<file path="config.mk">
export PLATFORM = sky130hd
export DESIGN_NAME = uart_rx_param
export DESIGN_NICKNAME = d
export VERILOG_FILES = /design/src/rtl/uart_rx_param.sv
export SDC_FILE = /design/constraint.sdc
export NUM_CORES = 1
export LEC_CHECK = 0
export ABC_AREA = 1
export CAP_MARGIN = 10
export CORE_UTILIZATION = 54
export CTS_CLUSTER_DIAMETER = 30
export DETAILED_ROUTE_END_ITERATION = 7
export HOLD_SLACK_MARGIN = 0.02
export PLACE_DENSITY = 0.81
export SYNTH_ARGS = -nofsm -noshare
export SYNTH_HDL_FRONTEND = slang
export SYNTH_SLANG_ARGS = --single-unit
</file>
<file path="constraint.sdc">
create_clock -name sysclk -period 3.92 [get_ports sysclk]
set_input_delay 0.588 -clock sysclk [delete_from_list [all_inputs] [get_ports sysclk]]
set_output_delay 0.588 -clock sysclk [all_outputs]
set_load 0.02 [all_outputs]
</file>
<file path="src/rtl/uart_rx_param.sv">
// uart_rx_param -- oversampling UART receiver with valid/ready output.
//
// Each bit is sampled on a divided-down tick (16 ticks per bit). Its value is
// the majority of samples 7, 8 and 9. A completed frame is presented on rx_data
// together with its error flags.
//
// Output handshake: rx_valid high means rx_data/frame_err/parity_err hold an
// unconsumed frame and stay stable. The frame is consumed on a rising sysclk
// edge where rx_valid && rx_ready; rx_valid drops on the following cycle
// unless a new frame completes on that same edge. A frame that completes while
// rx_valid && !rx_ready is dropped, and this sets the sticky overrun flag.
//
// Ports:
//   sysclk      - only clock, rising edge
//   reset       - asynchronous, active-high
//   UART_RX     - asynchronous serial input (idle high after RX_INVERT)
//   enable      - receiver enable; low aborts any partial frame
//   rx_data     - last received word (LSB first on the line)
//   rx_valid    - rx_data holds an unconsumed frame
//   rx_ready    - consumer accepts rx_data
//   busy        - FSM is outside IDLE
//   frame_err   - a stop bit of the held frame was sampled low
//   parity_err  - parity check of the held frame failed
//   overrun     - sticky: a completed frame was dropped
//   state_dbg   - current FSM state encoding, for observation
module uart_rx_param #(
    parameter int CLK_HZ    = 100000000,
    parameter int BAUD      = 9600,
    parameter int DATA_BITS = 8,
    parameter int PARITY    = 0,
    parameter int STOP_BITS = 1,
    parameter int RX_INVERT = 0
) (
    input  logic                 sysclk,
    input  logic                 reset,
    input  logic                 UART_RX,
    input  logic                 enable,
    output logic [DATA_BITS-1:0] rx_data,
    output logic                 rx_valid,
    input  logic                 rx_ready,
    output logic                 busy,
    output logic                 frame_err,
    output logic                 parity_err,
    output logic                 overrun,
    output logic [2:0]           state_dbg
);

    localparam int DIV_RAW = CLK_HZ / (BAUD * 16);
    localparam int DIV     = (DIV_RAW < 1) ? 1 : DIV_RAW;
    localparam int DIV_W   = (DIV > 1) ? $clog2(DIV) : 1;
    localparam logic [DIV_W-1:0] DIV_LAST  = DIV_W'(DIV - 1);
    localparam logic [3:0]       LAST_DATA = 4'(DATA_BITS - 1);
    localparam logic             LAST_STOP = (STOP_BITS == 2) ? 1'b1 : 1'b0;
    localparam logic             INV       = (RX_INVERT != 0) ? 1'b1 : 1'b0;

    typedef enum logic [2:0] {
        ST_IDLE   = 3'd0,
        ST_START  = 3'd1,
        ST_DATA   = 3'd2,
        ST_PARITY = 3'd3,
        ST_STOP   = 3'd4,
        ST_BREAK  = 3'd5
    } state_t;

    state_t                state;
    logic                  sync0, sync1, rx_prev;
    logic [DIV_W-1:0]      div_cnt;
    logic [3:0]            s_cnt;
    logic [3:0]            bit_cnt;
    logic [3:0]            hi_cnt;
    logic                  stop_cnt;
    logic                  samp7, samp8;
    logic [DATA_BITS-1:0]  shreg;
    logic                  perr_acc, ferr_acc;

    logic tick, start_go, in_frame, mid, bit_end, maj, fe_now, complete;

    assign tick     = (div_cnt == DIV_LAST);
    assign start_go = (state == ST_IDLE) && enable && rx_prev && !sync1;
    assign in_frame = (state == ST_START) || (state == ST_DATA) ||
                      (state == ST_PARITY) || (state == ST_STOP);
    assign mid      = tick && (s_cnt == 4'd9);
    assign bit_end  = tick && (s_cnt == 4'd15);
    // Samples 7 and 8 are registered; sample 9 is the live synchronised line.
    assign maj      = (samp7 & samp8) | (samp7 & sync1) | (samp8 & sync1);
    assign fe_now   = ferr_acc | ~maj;
    assign complete = enable && (state == ST_STOP) && mid && (stop_cnt == LAST_STOP);

    assign busy      = (state != ST_IDLE);
    assign state_dbg = state;

    // Two-flop synchroniser plus one extra stage for falling-edge detection.
    // Reset to the idle level so release never looks like a start edge.
    always_ff @(posedge sysclk or posedge reset) begin
        if (reset) begin
            sync0   <= 1'b1;
            sync1   <= 1'b1;
            rx_prev <= 1'b1;
        end else begin
            sync0   <= UART_RX ^ INV;
            sync1   <= sync0;
            rx_prev <= sync1;
        end
    end

    // Tick divider; realigned to the start edge so sample 8 lands mid-bit.
    always_ff @(posedge sysclk or posedge reset) begin
        if (reset) begin
            div_cnt <= '0;
        end else if (start_go || tick) begin
            div_cnt <= '0;
        end else begin
            div_cnt <= div_cnt + DIV_W'(1);
        end
    end

    always_ff @(posedge sysclk or posedge reset) begin
        if (reset) begin
            state      <= ST_IDLE;
            s_cnt      <= 4'd0;
            bit_cnt    <= 4'd0;
            hi_cnt     <= 4'd0;
            stop_cnt   <= 1'b0;
            samp7      <= 1'b1;
            samp8      <= 1'b1;
            shreg      <= '0;
            perr_acc   <= 1'b0;
            ferr_acc   <= 1'b0;
            rx_data    <= '0;
            rx_valid   <= 1'b0;
            frame_err  <= 1'b0;
            parity_err <= 1'b0;
            overrun    <= 1'b0;
        end else begin
            // Output register. A completion on a handshake edge reloads the
            // frame and keeps rx_valid high; overrun is then left unchanged.
            if (complete) begin
                if (rx_valid && !rx_ready) begin
                    overrun <= 1'b1;
                end else begin
                    rx_data    <= shreg;
                    frame_err  <= fe_now;
                    parity_err <= perr_acc;
                    rx_valid   <= 1'b1;
                end
            end else if (rx_valid && rx_ready) begin
                rx_valid <= 1'b0;
                overrun  <= 1'b0;
            end

            // Per-bit tick counter and mid-bit sample capture.
            if (in_frame && tick) begin
                s_cnt <= s_cnt + 4'd1;
                if (s_cnt == 4'd7) samp7 <= sync1;
                if (s_cnt == 4'd8) samp8 <= sync1;
            end

            if (!enable) begin
                state <= ST_IDLE;
            end else begin
                case (state)
                    ST_IDLE: begin
                        if (start_go) begin
                            state    <= ST_START;
                            s_cnt    <= 4'd0;
                            perr_acc <= 1'b0;
                            ferr_acc <= 1'b0;
                        end
                    end
                    ST_START: begin
                        if (mid && maj) begin
                            state <= ST_IDLE;   // glitch: start bit not held low
                        end else if (bit_end) begin
                            state   <= ST_DATA;
                            bit_cnt <= 4'd0;
                        end
                    end
                    ST_DATA: begin
                        if (mid) begin
                            shreg <= {maj, shreg[DATA_BITS-1:1]};
                        end
                        if (bit_end) begin
                            if (bit_cnt == LAST_DATA) begin
                                state    <= (PARITY != 0) ? ST_PARITY : ST_STOP;
                                stop_cnt <= 1'b0;
                            end else begin
                                bit_cnt <= bit_cnt + 4'd1;
                            end
                        end
                    end
                    ST_PARITY: begin
                        if (mid) begin
                            // Even: error when overall XOR is 1. Odd: when it is 0.
                            perr_acc <= (PARITY == 1) ? (^shreg ^ maj) : ~(^shreg ^ maj);
                        end
                        if (bit_end) begin
                            state <= ST_STOP;
                        end
                    end
                    ST_STOP: begin
                        if (mid) begin
                            ferr_acc <= fe_now;
                            if (stop_cnt == LAST_STOP) begin
                                state  <= fe_now ? ST_BREAK : ST_IDLE;
                                hi_cnt <= 4'd0;
                            end
                        end else if (bit_end) begin
                            stop_cnt <= 1'b1;
                        end
                    end
                    ST_BREAK: begin
                        // Wait for a full bit time of continuous idle line.
                        if (tick) begin
                            if (!sync1) begin
                                hi_cnt <= 4'd0;
                            end else if (hi_cnt == 4'd15) begin
                                state <= ST_IDLE;
                            end else begin
                                hi_cnt <= hi_cnt + 4'd1;
                            end
                        end
                    end
                    default: state <= ST_IDLE;
                endcase
            end
        end
    end

endmodule

</file>
* Yosys cells after proc, flatten, opt, wreduce, memory -nomap -nowiden
Cells that the tools add are included.
Storage, ports and cells: flip-flop bits (word level) 53, bits in latches 0, memory bits (writable) 0, bits in read-only memories 0, bits of input ports 5, output and inout port bits 16, logic and storage cells 155, memories kept 0
Operators by class: $add $sub $neg 4, $mul 0, div/mod/pow operators 0, $lt $le $gt $ge 0, equality and inequality tests 37, shifts and indexed selects 0, multiplexer cells 45, bitwise logic cells 11, reductions and logical operators 39
Operator list (number):
- $mux W4 | 13
- $mux W3 | 13
- $ne A3 B3 Y1 const B | 9
- $ne A2 B2 Y1 const B | 12
- $pmux W3 S6 | 1
- $reduce_and A6 Y1 | 3
- $eq A4 B4 Y1 const B | 4
- $pmux W4 S2 | 2
- $add A4 B1 Y4 const B | 3
- $logic_and A1 B1 Y1 | 12
- $mux W1 | 12
- $reduce_bool A2 Y1 | 6
- $add A10 B1 Y10 const B | 1
- $eq A10 B10 Y1 const B | 1
- $mux W10 | 1
- $reduce_and A10 Y1 | 1
- $reduce_and A2 Y1 | 5
- $eq A4 B3 Y1 const B | 2
- $reduce_and A4 Y1 | 2
- $reduce_xor A8 Y1 | 1
- $eq A3 B2 Y1 const B | 2
- $eq A3 B3 Y1 const B | 2
- $pmux W1 S2 | 3
- $logic_or A1 B1 Y1 | 4
- 12 further kinds | 21

* Logic depth before layout (Yosys ltp)
Gate-level depths: netlist of run 1.
depth in word-level cells 10, mapped depth 13, mapped depth without buffers 13

* Worst setup path after synthesis of run 1
OpenSTA, ideal clock, no wires.
kind input-to-reg, start in enable, end reg frame_err, setup time 0.117 ns, data arrival time 1.578 ns, required time 3.803 ns, slack 2.225 ns, stages 9, buffers on the path 2, cells stage by stage buf_2 inv_1 nor2_1 nand3_4 nor2_4 inv_2 buf_6 nand2_1 nand2_1
On the way: cells in the longest elaborated chain, start to end 4
RTL lines:
- start, declared | line 37 | input logic enable,
- $logic_and A1 B1 Y1 (3 in a row) | line 87 | assign complete = enable && (state == ST_STOP) && mid && (stop_cnt == LAST_STOP);
- $reduce_and A2 Y1 (no line)
- end signal, assigned | line 142 | frame_err <= fe_now;
- end, declared | line 42 | output logic frame_err,
No other way between the ends. A chain may end at the register's enable or synchronous reset.

* Worst setup path in the final report of run 1
start reg state[0], in the netlist state_dbg[0], end out busy
On the way: cells in the longest elaborated chain, start to end 1
RTL lines:
- start, declared | line 65 | state_t state;
- start signal, assigned | line 184 | state <= (PARITY != 0) ? ST_PARITY : ST_STOP;
- start signal, assigned | line 204 | state <= fe_now ? ST_BREAK : ST_IDLE;
- $reduce_bool A3 Y1 | line 89 | assign busy = (state != ST_IDLE);
- end, declared | line 41 | output logic busy,
No other way between the ends.

==> results of run 1 <==
cell usage after synthesis:
cell type | n | share of area (%)
nand2_1 | 84 | 11
dfrtp_1 | 48 | 44
nor2_1 | 42 | 5.7
inv_1 | 41 | 5.6
nand3_1 | 24 | 4.4
o21ai_0 | 19 | 3.5
a21oi_1 | 14 | 2.5
ha_1 | 7 | 3.2
o21ai_2 | 6 | 1.9
dfstp_2 | 5 | 4.8
nand4_1 | 5 | 1.1
nor3_1 | 4 | 0.73
or2_2 | 4 | 0.91
xnor2_1 | 4 | 1.3
nor2_4 | 3 | 1.2
nor3b_1 | 3 | 0.82
xor2_1 | 3 | 0.96
nand2_2 | 2 | 0.45
nand3_4 | 2 | 1.3
nand3b_1 | 2 | 0.55
o21ai_1 | 2 | 0.36
a31oi_1 | 1 | 0.23
and3_1 | 1 | 0.23
buf_2 | 1 | 0.18
buf_6 | 1 | 0.41
clkbuf_1 | 1 | 0.14
inv_2 | 1 | 0.14
mux2_2 | 1 | 0.41
nand3_2 | 1 | 0.36
nor2_2 | 1 | 0.23
nor2_8 | 1 | 0.73
o21a_1 | 1 | 0.27
o2bb2ai_1 | 1 | 0.32
flip-flops by register name (all words and copies together) (netlist names), 3 cells and up:
register / count
hi_cnt: 4
shreg: 8
div_cnt: 10
s_cnt: 4
state_dbg: 3
bit_cnt: 4
rx_data: 8
per-stage QoR:
| stage | total power, mW | area (um^2) | worst slack, ns | cells | utilization, % |
|---|---|---|---|---|---|
| global placement | 0.886 | 3020 | 1.65 | 420 | 62.6 |
| CTS | 1.19 | 3100 | 1.51 | 428 | 64.3 |
| floorplan | 0.826 | 2750 | 2.05 | 336 | - |
| detailed placement | 0.896 | 3020 | 1.59 | 420 | 62.6 |
| global route | 1.25 | 3120 | 1.44 | 429 | 64.7 |
| finish | 1.19 | 3120 | 1.51 | 429 | 64.7 |
cells by family after synthesis:
group	count (synthesis)	share of synthesized area, %
flops	53	48.4
mux	1	0.409
xor+xnor	7	2.23
buf+inv	45	6.46
simple gates	179	30.2
compound gates	44	9.10
fa+ha+maj	7	3.18
layout make-up:
type,count,area [um^2]
Clock buffer,8,80.1
Inverter,42,158
Sequential cell,53,1330
Fill cell,423,1700
Multi-Input combinational cell,238,1240
Timing Repair Buffer,21,220
Tap cell,67,83.8
power breakdown:
| group | internal [mW] | switching, mW |
|---|---|---|
| clock | 0.127 | 0.168 |
| combinational | 0.0971 | 0.155 |
| sequential | 0.590 | 0.0470 |
| total | 0.815 | 0.370 |
per-layer routing:
layer	share of wire [%]	wire, um
met1	46	2260
met2	49	2430
met5	0	0
met4	1.2	60
met3	3.6	178
layout by cell type (no fill, tap or decap):
cell type	netlist	final
dfrtp_1	48	48
clkdlybuf4s50_1	0	20
o2bb2ai_1	1	1
o21ai_0	19	19
o21a_1	1	1
nor2_2	1	1
o21ai_2	6	6
nor2_4	3	3
nand3_1	24	24
xor2_1	3	3
buf_12	0	1
or2_2	4	4
nand2_2	2	2
clkbuf_8	0	5
o21ai_1	2	2
clkbuf_1	1	3
a21oi_1	14	14
xnor2_1	4	4
mux2_2	1	1
nor2_1	42	42
and3_1	1	1
nor2_8	1	1
nor3b_1	3	3
nand3_2	1	1
nand4_1	5	5
inv_2	1	2
nor3_1	4	4
nand2_1	84	84
a31oi_1	1	1
inv_1	41	40
nand3b_1	2	2
nand3_4	2	2
dfstp_2	5	5
ha_1	7	7
worst max path at each step:
stage                              to  slack (ns)  cells past startpoint
3_3_place_gp   rx_data[4]$_DFFE_PP0P_        1.65                      8
5_1_grt                          busy        1.44                      3
6_report                         busy        1.51                      3
3_5_place_dp   rx_data[2]$_DFFE_PP0P_        1.59                      8
2_1_floorplan  bit_cnt[0]$_DFFE_PP0P_        2.05                      1
4_1_cts                          busy        1.51                      3
==> out/metrics.cfg, run 1 <==
[run_status]
outcome=finished clean

[logic_synthesis]
synth_cell_type_count=33
synth_fp_nets=348
syn_inst=336
ys_seq_area_share_pct=48.4
yosys_warnings=0
syn_area_um2=2750
syn_avg_cell_area_um2=8.19
synth-seq-cells=53

[sta]
worst_pin_slew_ns=0.351
setup_tns_ns=0
fin_skew_ns=0.00787
finalMaxSlewViolations=0
setup-violations-final=0
finalCritPeriodShare_pct=61.4
finalHoldViolCount=0
rsz0062_at_grt=no
post-route-min-period_ns=2.41
hold_ws_ns=0.361
fmax_mhz=416
slew_headroom_pct=76.5

[setup_path]
startpoint_type=register
critPathSlowestCell=clkdlybuf4s50_1
crit_start=state_dbg[0]$_DFFE_PP0P_
crit_fanout=8
crit_family=buffers and inverters
cp-end-kind=output pin
reg2regPathDepth=8
r2r_end=shreg[7]$_DFFE_PP0P_
crit_type=register to output pin
worst_ep_arrival_time_ns=1.82
critical_path_buf_inv_count=2
crit_required_ns=3.33
rr_startpoint=div_cnt[0]$_DFF_PP0_
ff2ff_setup_slack_ns=2.05
cp_cell_sequence=nor3_1 > inv_1 > clkdlybuf4s50_1
cp_slowest_stage_delay_ns=0.55

[drt]
num_vias=2210
viasPerCell=5.15
wl_per_cell_um=11.5
routed_wl_um=4930
first_iter_violations=143
first_pass_iters=4
final_antenna_net_count=0
drc=0

[clock_tree]
cts_max_path_buffers=2
path_clk_slew_ns=0.09
insertion_delay_ns=0.30
post-cts-setup-buffers=0
cts-resized-gates=0
cts_num_sinks=53
clock-root-buffer=clkbuf_8
htreeDepth=2
cts_buffers=5
tritoncts=yes
holdBufCountCts=0

[die]
core_area_um2=4820
initial_utilization_pct=57.1
rows=25
io_pins=21
fp.dieW_um=73.4
die_h_um=73.4
die-area_um2=5380

[grt]
grt_pass1_vias=2048
grt_pass1_wl_um=8750
grt_usage_pct=21.0
use_met2_pct=35.3
antenna_found_initial=0
grtUsageMet1_pct=27.6
grt_max_degree=54
overflow=0
grtUsageMet3_pct=4.53
busiest_layer=met2

[pwr]
ir_worst_vdd_uv=192
p_per_area_nw_per_um2=380
p_leak_nw=1.52

[placement]
gp_congestion=0.878
portBuffers=20
dp.final_hpwl_um=3590

[min_path]
worstHoldEndpoint=sync1$_DFF_PP1_
holdPathStages=0
hold_start=sync0$_DFF_PP1_
hp-class=register to register

[layout]
diodes=0
drive_above_1_share_pct=9.39
nets=373
syn_to_final_growth_pct=13.2

[job]
cap_viol_max_count=0

Note: power is estimated with default switching activity, not from simulation.
==> run 2: changes to the inputs <==
--- a/config.mk
+++ b/config.mk
@@ -7,7 +7,7 @@
 export LEC_CHECK = 0
 export ABC_AREA = 1
 export CAP_MARGIN = 10
-export CORE_UTILIZATION = 54
+export CORE_UTILIZATION = 52
 export CTS_CLUSTER_DIAMETER = 30
 export DETAILED_ROUTE_END_ITERATION = 7
 export HOLD_SLACK_MARGIN = 0.02
==> constraint.sdc (replaced) <==
create_clock -name sysclk -period 2.2 [get_ports sysclk]
set_input_delay 0.33 -clock sysclk [delete_from_list [all_inputs] [get_ports sysclk]]
set_output_delay 0.33 -clock sysclk [all_outputs]
set_load 0.02 [all_outputs]
==> run 2 against run 1 <==
Compared with the run above: combinational power rose by 78%; clock skew rose by 0.0040 ns; non-clock buffer count rose by 1; global-route usage decreased by 1.0 points; die area grew 3.7%; largest cell class unchanged.
==> out/metrics.cfg, run 2 (synthesis gave the netlist of run 1 again) <==
[run_status]
outcome=finished clean  ; unchanged

[grt]
antenna_found_initial=0  ; unchanged
grt_pass1_vias=2042  ; was 2048
overflow=0  ; unchanged
grt_max_degree=34  ; was 54
grt_pass1_wl_um=8630  ; was 8750 um
grt_usage_pct=20.0  ; was 21.0%

[placement]
gp_congestion=0.863  ; was 0.878
place_area_um2=3050  ; was 3020 um^2
post-place-ws_ns=0.202  ; was 1.59 ns
dp.final_hpwl_um=3750  ; was 3590 um
portBuffers=20  ; unchanged

[drt]
first_pass_iters=4  ; unchanged
final_antenna_net_count=0  ; unchanged
routed_wl_um=5070  ; was 4930 um
drc=0  ; unchanged
num_vias=2150  ; was 2210
viasPerCell=4.97  ; was 5.15
wl_per_cell_um=11.7  ; was 11.5 um
first_iter_violations=124  ; was 143

[sta]
finalMaxSlewViolations=0  ; unchanged
worst_pin_slew_ns=0.457  ; was 0.351 ns
finalHoldViolCount=0  ; unchanged
post-route-min-period_ns=2.10
rsz0062_at_grt=no  ; unchanged
slew_headroom_pct=69.5  ; was 76.5%
setup_tns_ns=0  ; unchanged
setup-violations-final=0  ; unchanged
finalCritPeriodShare_pct=95.6
fin_ws_ns=0.0979  ; was 1.51 ns
fmax_mhz=476
fin_skew_ns=0.0118  ; was 0.00787 ns

[die]
io_pins=21  ; unchanged
core_area_um2=5110  ; was 4820 um^2
initial_utilization_pct=53.9  ; was 57.1%
die-area_um2=5590  ; was 5380 um^2
die_h_um=74.7  ; was 73.4 um
fp.dieW_um=74.7  ; was 73.4 um
rows=26  ; was 25

[clock_tree]
cts_num_sinks=53  ; unchanged
cts_buffers=5  ; unchanged
post-cts-setup-buffers=0  ; unchanged
clock-root-buffer=clkbuf_8  ; unchanged
path_clk_slew_ns=0.11  ; was 0.09 ns
tritoncts=yes  ; unchanged
insertion_delay_ns=0.31  ; was 0.30 ns
cts_max_path_buffers=2  ; unchanged
htreeDepth=2  ; unchanged

[pwr]
ir_worst_vdd_uv=342  ; was 192 uV
p_leak_nw=1.56  ; was 1.52 nW
power.total_mw=2.38  ; was 1.19 mW
p_per_area_nw_per_um2=747  ; was 380 nW/um^2

[setup_path]
rr_startpoint=div_cnt[0]$_DFF_PP0_  ; unchanged
ff2ff_setup_slack_ns=0.32  ; was 2.05 ns
crit_family=buffers and inverters  ; unchanged
worst_ep_arrival_time_ns=1.77  ; was 1.82 ns
crit_required_ns=1.87  ; was 3.33 ns
crit_type=register to output pin  ; unchanged
cp_slowest_stage_delay_ns=0.55  ; about the same
startpoint_type=register  ; unchanged
crit_fanout=8  ; unchanged
critical_path_buf_inv_count=2  ; unchanged
crit_start=state_dbg[0]$_DFFE_PP0P_  ; unchanged
cp_cell_sequence=nor3_2 > inv_1 > clkdlybuf4s50_1  ; was nor3_1 > inv_1 > clkdlybuf4s50_1
cp-end-kind=output pin  ; unchanged
critPathSlowestCell=clkdlybuf4s50_1  ; unchanged

[job]
cap_viol_max_count=0  ; unchanged

[layout]
syn_to_final_growth_pct=15.9  ; was 13.2%
largest_register_ffs=10  ; unchanged
mostFrequentLayoutCell=nand2_1  ; unchanged
final_cell_mix=nand2_1 (84), dfrtp_1 (48), nor2_1 (42)  ; unchanged
reg_top3=div_cnt: 10 flops, rx_data: 8 flops, shreg: 8 flops  ; unchanged
fin_area_um2=3190  ; was 3120 um^2
diodes=0  ; unchanged
nets=374  ; was 373
top_register=div_cnt  ; unchanged
drive_above_1_share_pct=10.7  ; was 9.39%

[min_path]
hp-class=input pin to async pin  ; was register to register

[run 2: changes by cell type in the layout (fill, tap and decap cells not counted), sizes merged]
cell,before,now
clkbuf,8,5
buf,1,2
bufinv,0,2
inv,42,43
[run 2: worst paths after layout]
kind	to	cells past startpoint
max	busy	3
min	shreg[3]$_DFFE_PP0P_	2
max reg2reg	shreg[7]$_DFFE_PP0P_	8
min reg2reg	sync1$_DFF_PP1_	0
max in group asynchronous	rx_prev$_DFF_PP1_	3
min in group sysclk	sync1$_DFF_PP1_	0
[run 2: metrics by stage]
step | hold slack [ns] | utilization, % | instances
5_1_grt | 0.366 | 62.4 | 433
4_1_cts | 0.344 | 62.3 | 433
3_3_place_gp | 0.345 | 59.7 | 425
2_1_floorplan | 0.334 | - | 336
3_5_place_dp | 0.347 | 59.7 | 425
6_report | 0.329 | 62.4 | 433
[run 2: layout make-up]
cell class	count	area, um^2
Tap cell	70	87.6
Inverter	42	158
Multi-Input combinational cell	238	1250
Clock inverter	3	68.8
Clock buffer	5	68.8
Fill cell	457	1920
Sequential cell	53	1330
Timing Repair Buffer	22	228
[run 2: repair_timing]
action                                  in CTS  in global routing
gates resized for setup                      0                  1
endpoints found under the setup margin       0                  1
hold buffers                                 0                  0
[run 2: metal layers]
| layer | vias to the layer above | global-route usage (%) | routed length, um |
|---|---|---|---|
| met1 | 979 | 24.9 | 2340 |
| li1 | 1124 | - | - |
| met4 | 0 | 8.18 | 131 |
| met3 | 11 | 3.35 | 124 |
| met5 | - | 0 | 0 |
| met2 | 36 | 34.4 | 2470 |
[run 2: power breakdown]
part / switching [mW] / internal, mW / total [mW]
registers: 0.0887 / 1.05 / 1.14
clock network: 0.335 / 0.458 / 0.794
logic: 0.272 / 0.176 / 0.448
total: 0.696 / 1.69 / 2.38
==> run 3: changes to the inputs <==
--- a/config.mk
+++ b/config.mk
@@ -12,6 +12,7 @@
 export DETAILED_ROUTE_END_ITERATION = 7
 export HOLD_SLACK_MARGIN = 0.02
 export PLACE_DENSITY = 0.81
+export SETUP_SLACK_MARGIN = 0.02
 export SYNTH_ARGS = -nofsm -noshare
 export SYNTH_HDL_FRONTEND = slang
 export SYNTH_SLANG_ARGS = --single-unit
==> constraint.sdc (replaced) <==
create_clock -name sysclk -period 2.2 [get_ports sysclk]
set_input_delay 0.33 -clock sysclk [delete_from_list [all_inputs] [get_ports sysclk]]
set_output_delay 0.33 -clock sysclk [all_outputs]
set_load 0.05 [all_outputs]
==> run 3 against run 2 <==
Compared with the run above: combinational power grew 17%; sequential share of layout area shrank 0.065 points; non-clock buffer count grew 2; critical path depth is the same; final area grew 0.16%; critical endpoint unchanged; largest cell class unchanged; largest power group unchanged; highest routed layer unchanged.
==> out/metrics.cfg, run 3 (synthesis gave the netlist of run 1 again) <==
[grt]
busiest_layer=met2  ; unchanged
grt_pass1_vias=2062  ; was 2042
grtUsageMet3_pct=4.82  ; was 3.35%
grt_usage_pct=20.2  ; was 20.0%
antenna_found_initial=0  ; unchanged
use_met2_pct=34.9  ; was 34.4%
overflow=0  ; unchanged
grt_max_degree=34  ; unchanged
grtUsageMet1_pct=24.0  ; was 24.9%
grt_pass1_wl_um=8630  ; unchanged

[clock_tree]
insertion_delay_ns=0.32  ; was 0.31 ns
htreeDepth=2  ; unchanged
holdBufCountCts=0  ; unchanged
path_clk_slew_ns=0.10  ; was 0.11 ns
clock-root-buffer=clkbuf_8  ; unchanged
cts_max_path_buffers=2  ; unchanged
tritoncts=yes  ; unchanged
cts_buffers=5  ; unchanged
cts_num_sinks=53  ; unchanged

[sta]
finalMaxSlewViolations=0  ; unchanged
slew_headroom_pct=65.2  ; was 69.5%
setup_tns_ns=0  ; unchanged
hold_ws_ns=0.326  ; was 0.329 ns
fin_skew_ns=0.0100  ; was 0.0118 ns
post-route-min-period_ns=2.05  ; was 2.10 ns
worst_pin_slew_ns=0.520  ; was 0.457 ns
fmax_mhz=487  ; was 476 MHz
finalHoldViolCount=0  ; unchanged
fin_ws_ns=0.146  ; was 0.0979 ns
finalCritPeriodShare_pct=93.4  ; was 95.6%
rsz0062_at_grt=no  ; unchanged
setup-violations-final=0  ; unchanged

[die]
die-area_um2=5590  ; unchanged
rows=26  ; unchanged
io_pins=21  ; unchanged
core_area_um2=5110  ; unchanged
initial_utilization_pct=53.9  ; unchanged
die_h_um=74.7  ; unchanged
fp.dieW_um=74.7  ; unchanged

[setup_path]
worst_ep_arrival_time_ns=1.72  ; was 1.77 ns
cp-end-kind=output pin  ; unchanged
crit_type=register to output pin  ; unchanged
reg2regPathDepth=8  ; unchanged
crit_required_ns=1.87  ; about the same
r2r_end=shreg[7]$_DFFE_PP0P_  ; unchanged
startpoint_type=register  ; unchanged
rr_startpoint=div_cnt[0]$_DFF_PP0_  ; unchanged
crit_fanout=7  ; was 8
ff2ff_setup_slack_ns=0.34  ; was 0.32 ns

[drt]
wl_per_cell_um=11.8  ; was 11.7 um
viasPerCell=5.10  ; was 4.97
final_antenna_net_count=0  ; unchanged
drc=0  ; unchanged
routed_wl_um=5130  ; was 5070 um
first_iter_violations=187  ; was 124
num_vias=2219  ; was 2150
first_pass_iters=4  ; unchanged

[layout]
top_register=div_cnt  ; unchanged
largest_register_ffs=10  ; unchanged
syn_to_final_growth_pct=16.1  ; was 15.9%
reg_top3=div_cnt: 10 flops, rx_data: 8 flops, shreg: 8 flops  ; unchanged
diodes=0  ; unchanged
final_cell_mix=nand2_1 (84), dfrtp_1 (48), nor2_1 (42)  ; unchanged
final_util_pct=62.5  ; was 62.4%
mostFrequentLayoutCell=nand2_1  ; unchanged
nets=376  ; was 374
drive_above_1_share_pct=11.0  ; was 10.7%

[min_path]
hp-class=input pin to async pin  ; unchanged

[pwr]
ir_worst_vdd_uv=332  ; was 342 uV
p_leak_nw=1.57  ; was 1.56 nW
p_per_area_nw_per_um2=761  ; was 747 nW/um^2

[placement]
post-place-ws_ns=0.191  ; was 0.202 ns
dp.final_hpwl_um=3760  ; was 3750 um
portBuffers=20  ; unchanged
gp_congestion=0.876  ; was 0.863

[run_status]
outcome=finished clean  ; unchanged

[job]
cap_viol_max_count=0  ; unchanged

-- run 3: where the power goes --
group | switching, mW | leakage (nW) | total (mW) | internal [mW]
registers | 0.0656 | 0.706 | 1.12 | 1.05
clock network | 0.335 | 0.0681 | 0.787 | 0.452
logic | 0.348 | 0.797 | 0.526 | 0.178
total | 0.748 | 1.57 | 2.43 | 1.68
-- run 3: routing by layer --
metal | share of wire [%] | vias up
met4 | 2.1 | 0
met1 | 47 | 1044
met5 | 0 | -
met2 | 48 | 35
met3 | 2.8 | 10
li1 | - | 1130
-- run 3: worst max-delay path by stage --
| stage | slack [ns] | end | start | depth (start not counted) |
|---|---|---|---|---|
| floorplan | 0.25 | div_cnt[8]$_DFF_PP0_ | state_dbg[0]$_DFFE_PP0P_ | 6 |
| global placement | 0.23 | busy | state_dbg[2]$_DFFE_PP0P_ | 3 |
| detailed placement | 0.19 | busy | state_dbg[2]$_DFFE_PP0P_ | 3 |
| CTS | 0.17 | busy | state_dbg[2]$_DFFE_PP0P_ | 3 |
| global route | 0.04 | hi_cnt[1]$_DFFE_PP0P_ | div_cnt[0]$_DFF_PP0_ | 10 |
| finish | 0.15 | busy | state_dbg[2]$_DFFE_PP0P_ | 3 |
-- run 3: worst max-delay path, cell delays in order, from the launching register on --
cell,delay (ns)
dfrtp_1,0.46
nor3_1,0.35
inv_1,0.14
dlygate4sd2_1,0.45
-- run 3: repair_timing --
action | CTS | global route
setup buffers | 0 | 0
resized for setup | 1 | 0
setup endpoints to repair | 1 | 0
-- run 3: cell type report --
class | instances | area (um^2)
Fill cell | 444 | 1910
Sequential cell | 53 | 1330
Multi-Input combinational cell | 238 | 1240
Timing Repair Buffer | 24 | 241
Inverter | 42 | 158
Tap cell | 70 | 87.6
Clock buffer | 5 | 68.8
Clock inverter | 3 | 65.1
-- run 3: through the flow --
stage	total power, mW	std cells	instance area, um^2
after floorplan	1.52	336	2750
after global placement	1.64	427	3060
after detailed placement	1.67	427	3060
after CTS	2.44	435	3190
after global routing	2.56	435	3190
final	2.43	435	3190
==> patch 1, RTL diff (config.mk and constraints of run 2) <==
One comparison of `s_cnt` changes from == to >=.
--- a/src/rtl/uart_rx_param.sv
+++ b/src/rtl/uart_rx_param.sv
@@ -152,7 +152,7 @@
             if (in_frame && tick) begin
                 s_cnt <= s_cnt + 4'd1;
                 if (s_cnt == 4'd7) samp7 <= sync1;
-                if (s_cnt == 4'd8) samp8 <= sync1;
+                if (s_cnt >= 4'd8) samp8 <= sync1;
             end
 
             if (!enable) begin
Function: no difference found for any inputs over 10 cycles, from zero or initial values and one cycle with reset high; that may be too few to reach the edited logic, so the function may still have changed.
==> patch 1 against run 2 <==
  * Final area increased by 4.4%
  * Sequential cell count unchanged
  * Routed wire length grew 10%
  * Core utilization grew 0.76 points
  * Critical path depth is the same
  * Synthesized cell count is 11% higher
  * Setup slack improved by 0.12 ns
  * Clock power down 29%
  * Hold slack improved by 0.033 ns
  * Total power shrank 4.1%
  * Non-clock buffer count grew 1
  * Synthesized area increased by 6.0%
  * Highest routed layer unchanged
==> patch 1: results (changes against run 2) <==
stage	metric	value	unit	change
status	outcome	finished, final reports clean		
drt	first_iter_violations	82		-34%
place	place_ws	0.102	ns	-0.100 ns
pwr	p_sw_share	35.1	%	+5.9 points
die	core_area	0.00527	mm^2	+3.2%
critical_path	rrSetupSlack	0.23	ns	-0.09 ns
global_route	grt_pass1_vias	2422		+19%
hold_path	hold_path_class	reg -> reg		
drt	avgViaCountPerCell	5.19		+4.5%
pwr	power_density	686	mW/mm^2	-8.2%
finish	nMultiInputCombCells	265		+11%
yosys	synth_area_leaders	dfrtp_1, nand2_1, inv_1		
pwr	leakage	0.00164	uW	+5.3%
critical_path	cp.arrival	1.65	ns	-0.12 ns
finish	n_all_buffers	23		+4.5%
sta	hold_slack	0.362	ns	+0.0328 ns
pwr	comb-power	547	uW	+22%
critical_path	cpMaxStageDelayCell	clkdlybuf4s50_1		
critical_path	r2r_end	rx_data[1]$_DFFE_PP0P_		
critical_path	crit_start	state_dbg[1]$_DFFE_PP0P_		
global_route	grt_max_degree	54		+59%
place	place_area	0.00324	mm^2	+6.2%
finish	multi_input_area	0.00138	mm^2	+10%
yosys	yosysUniqueCellTypes	35		+6.1%
global_route	grt_pass1_wl	10.2	mm	+19%
pwr	ir_drop	0.554	mV	+62%
sta	clock_skew	0.00872	ns	-0.00310 ns
yosys	synth-seq-area-share	45.7	%	-2.8 points
hold_path	hold_start	sync0$_DFF_PP1_		
global_route	gr-usage-all-layers	21.4	%	+1.4 points
drt	finalWirelength	5.59	mm	+10%
finish	nNonClkInverters	55		+31%
place	routabilityCongestion	0.936		+8.4%
finish	fill_cells	470		+2.8%
place	dp_cells	466		+9.6%
finish	bufAreaShareNonClock	7.06	%	-0.078 points
finish	area_delta_synth_final	14.2	%	
yosys	synth_cells	374		+11%
finish	clock_tree_area_fraction	2.82	%	-1.5 points
yosys	syn-num-nets	386		+11%
finish	drive_gt1_share	8.66	%	-2.1 points
yosys	synth_commonest_cells	nand2_1, inv_1, dfrtp_1		
place	hpwl	4.25	mm	+13%
critical_path	endpoint	busy		
## patch 1: cell types whose count changed after synthesis, moves of 3 or more
cell / run 2 / this run
nor3_1: 4 / 7
nor2_1: 42 / 47
nand2_1: 84 / 98
a21oi_1: 14 / 17
inv_1: 41 / 54
o21ai_2: 6 / 0
a21boi_0: 0 / 5
nand4_1: 5 / 9
nand3_1: 24 / 21
o21ai_0: 19 / 14
## patch 1: cells by family (layout without fill, tap and decap cells)
kind of cell | after synthesis | in the layout | share of synthesized area, %
fa+ha+maj | 7 | 7 | 3.00
flops | 53 | 53 | 45.7
simple gates | 204 | 204 | 32.6
mux | 2 | 2 | 0.686
xor+xnor | 8 | 8 | 2.40
buf+inv | 56 | 86 | 7.20
compound gates | 44 | 44 | 8.40
## patch 1: layer usage
layer / global-route usage, % / vias up / routed length (um)
li1: - / 1258 / -
met2: 35.6 / 35 / 2610
met5: 0 / - / 0
met4: 7.88 / 0 / 65
met3: 3.45 / 7 / 185
met1: 28.0 / 1160 / 2730
==> patch 2, RTL diff (flow settings as in run 2) <==
Without the edit above. The parameter `BAUD` goes from 9600 to 4800.
--- a/src/rtl/uart_rx_param.sv
+++ b/src/rtl/uart_rx_param.sv
@@ -25,7 +25,7 @@
 //   state_dbg   - current FSM state encoding, for observation
 module uart_rx_param #(
     parameter int CLK_HZ    = 100000000,
-    parameter int BAUD      = 9600,
+    parameter int BAUD      = 4800,
     parameter int DATA_BITS = 8,
     parameter int PARITY    = 0,
     parameter int STOP_BITS = 1,
Function: same outputs for any inputs over 10 cycles, from zero or initial values and one cycle with reset high; that may be too few to reach the edited logic, so the function may still have changed.
==> patch 2 against run 2 <==
  * Setup slack better by 0.20 ns
  * Largest power group unchanged
  * Die area is 6.2% higher
  * Synthesized area is 6.4% higher
  * Sequential cell count is 1 higher
  * Routed wire length is 8.8% higher
  * Sequential share of layout area is 0.93 points lower
  * Total power is 5.5% lower
  * Final area is 4.2% higher
==> patch 2: results (changes against run 2) <==
stage	metric	value	unit	change
yosys	synth_cells	363		+8.0%
global_route	grt_util_met1	25.6	%	+0.77 points
place	hpwl	4.04	mm	+7.7%
drt	wl_met1	2.56	mm	+9.3%
drt	num_vias	2358		+9.7%
place	place_ws	0.230	ns	+0.0279 ns
yosys	synth_commonest_cells	nand2_1, dfrtp_1, inv_1		
global_route	grt_pass1_vias	2321		+14%
status	outcome	finished, final reports clean		
drt	wire_per_inst	12.0	um	+2.4%
finish	top_regs	div_cnt: 11 flops, rx_data: 8 flops, shreg: 8 flops		
yosys	muxShareOfSynthArea	0.342	%	-0.067 points
global_route	grt_max_degree	35		+2.9%
critical_path	cpPeakStageDelay	0.45	ns	-0.10 ns
finish	area_delta_synth_final	13.6	%	
global_route	grt_pass1_wl	9.92	mm	+15%
pwr	ir_drop	0.373	mV	+9.0%
critical_path	cp.arrival	2.11	ns	+0.34 ns
pwr	comb-power	496	uW	+11%
pwr	leakage	0.00153	uW	-1.9%
global_route	gr-usage-all-layers	21.0	%	+1.0 points
critical_path	crit_fanout	17		+9
pwr	power_switching	759	uW	+9.1%
pwr	power	2250	uW	-5.5%
sta	clock_skew	0.0135	ns	+0.00165 ns
pwr	seqPwrFrac	52.3	%	+4.4 points
place	place_area	0.00323	mm^2	+5.9%
yosys	synth_area_leaders	dfrtp_1, nand2_1, inv_1		
critical_path	cpMaxStageDelayCell	dfrtp_1		
place	routabilityCongestion	0.921		+6.7%
finish	drive_gt1_share	10.3	%	-0.49 points
drt	wl_met2	2.57	mm	+4.3%
yosys	synth-xor-area-share	3.29	%	+1.1 points
yosys	synth_fa_ha_area_share	2.99	%	-0.19 points
drt	met3_wirelength	234	um	+89%
clocking	cts.repair.resized	0		unchanged
sta	relSlewSlack	62.9	%	-6.6 points
finish	final_cells	460		+6.2%
global_route	use_met2	34.7	%	+0.30 points
global_route	grt_use_met3	5.00	%	+1.7 points
yosys	yosysUniqueCellTypes	34		+3.0%
[patch 2: path summary, 6_finish.rpt]
kind	start	to	slack (ns)	cells past startpoint
max	div_cnt[0]$_DFF_PP0_	rx_data[7]$_DFFE_PP0P_	0.30	10
min	reset	rx_data[6]$_DFFE_PP0P_	0.33	2
max reg2reg	div_cnt[0]$_DFF_PP0_	rx_data[7]$_DFFE_PP0P_	0.30	10
min reg2reg	sync0$_DFF_PP1_	sync1$_DFF_PP1_	0.36	0
max in group asynchronous	reset	sync0$_DFF_PP1_	1.25	3
min in group sysclk	sync0$_DFF_PP1_	sync1$_DFF_PP1_	0.36	0
[patch 2: layout make-up]
class                   count  area share (%)
flip-flops and latches     54            40.9
multi-input cells         255            40.9
repair buffers             23            7.15
inverters                  50            5.65
well taps                  70            2.64
clock buffers               5            2.07
clock inverters             3           0.791
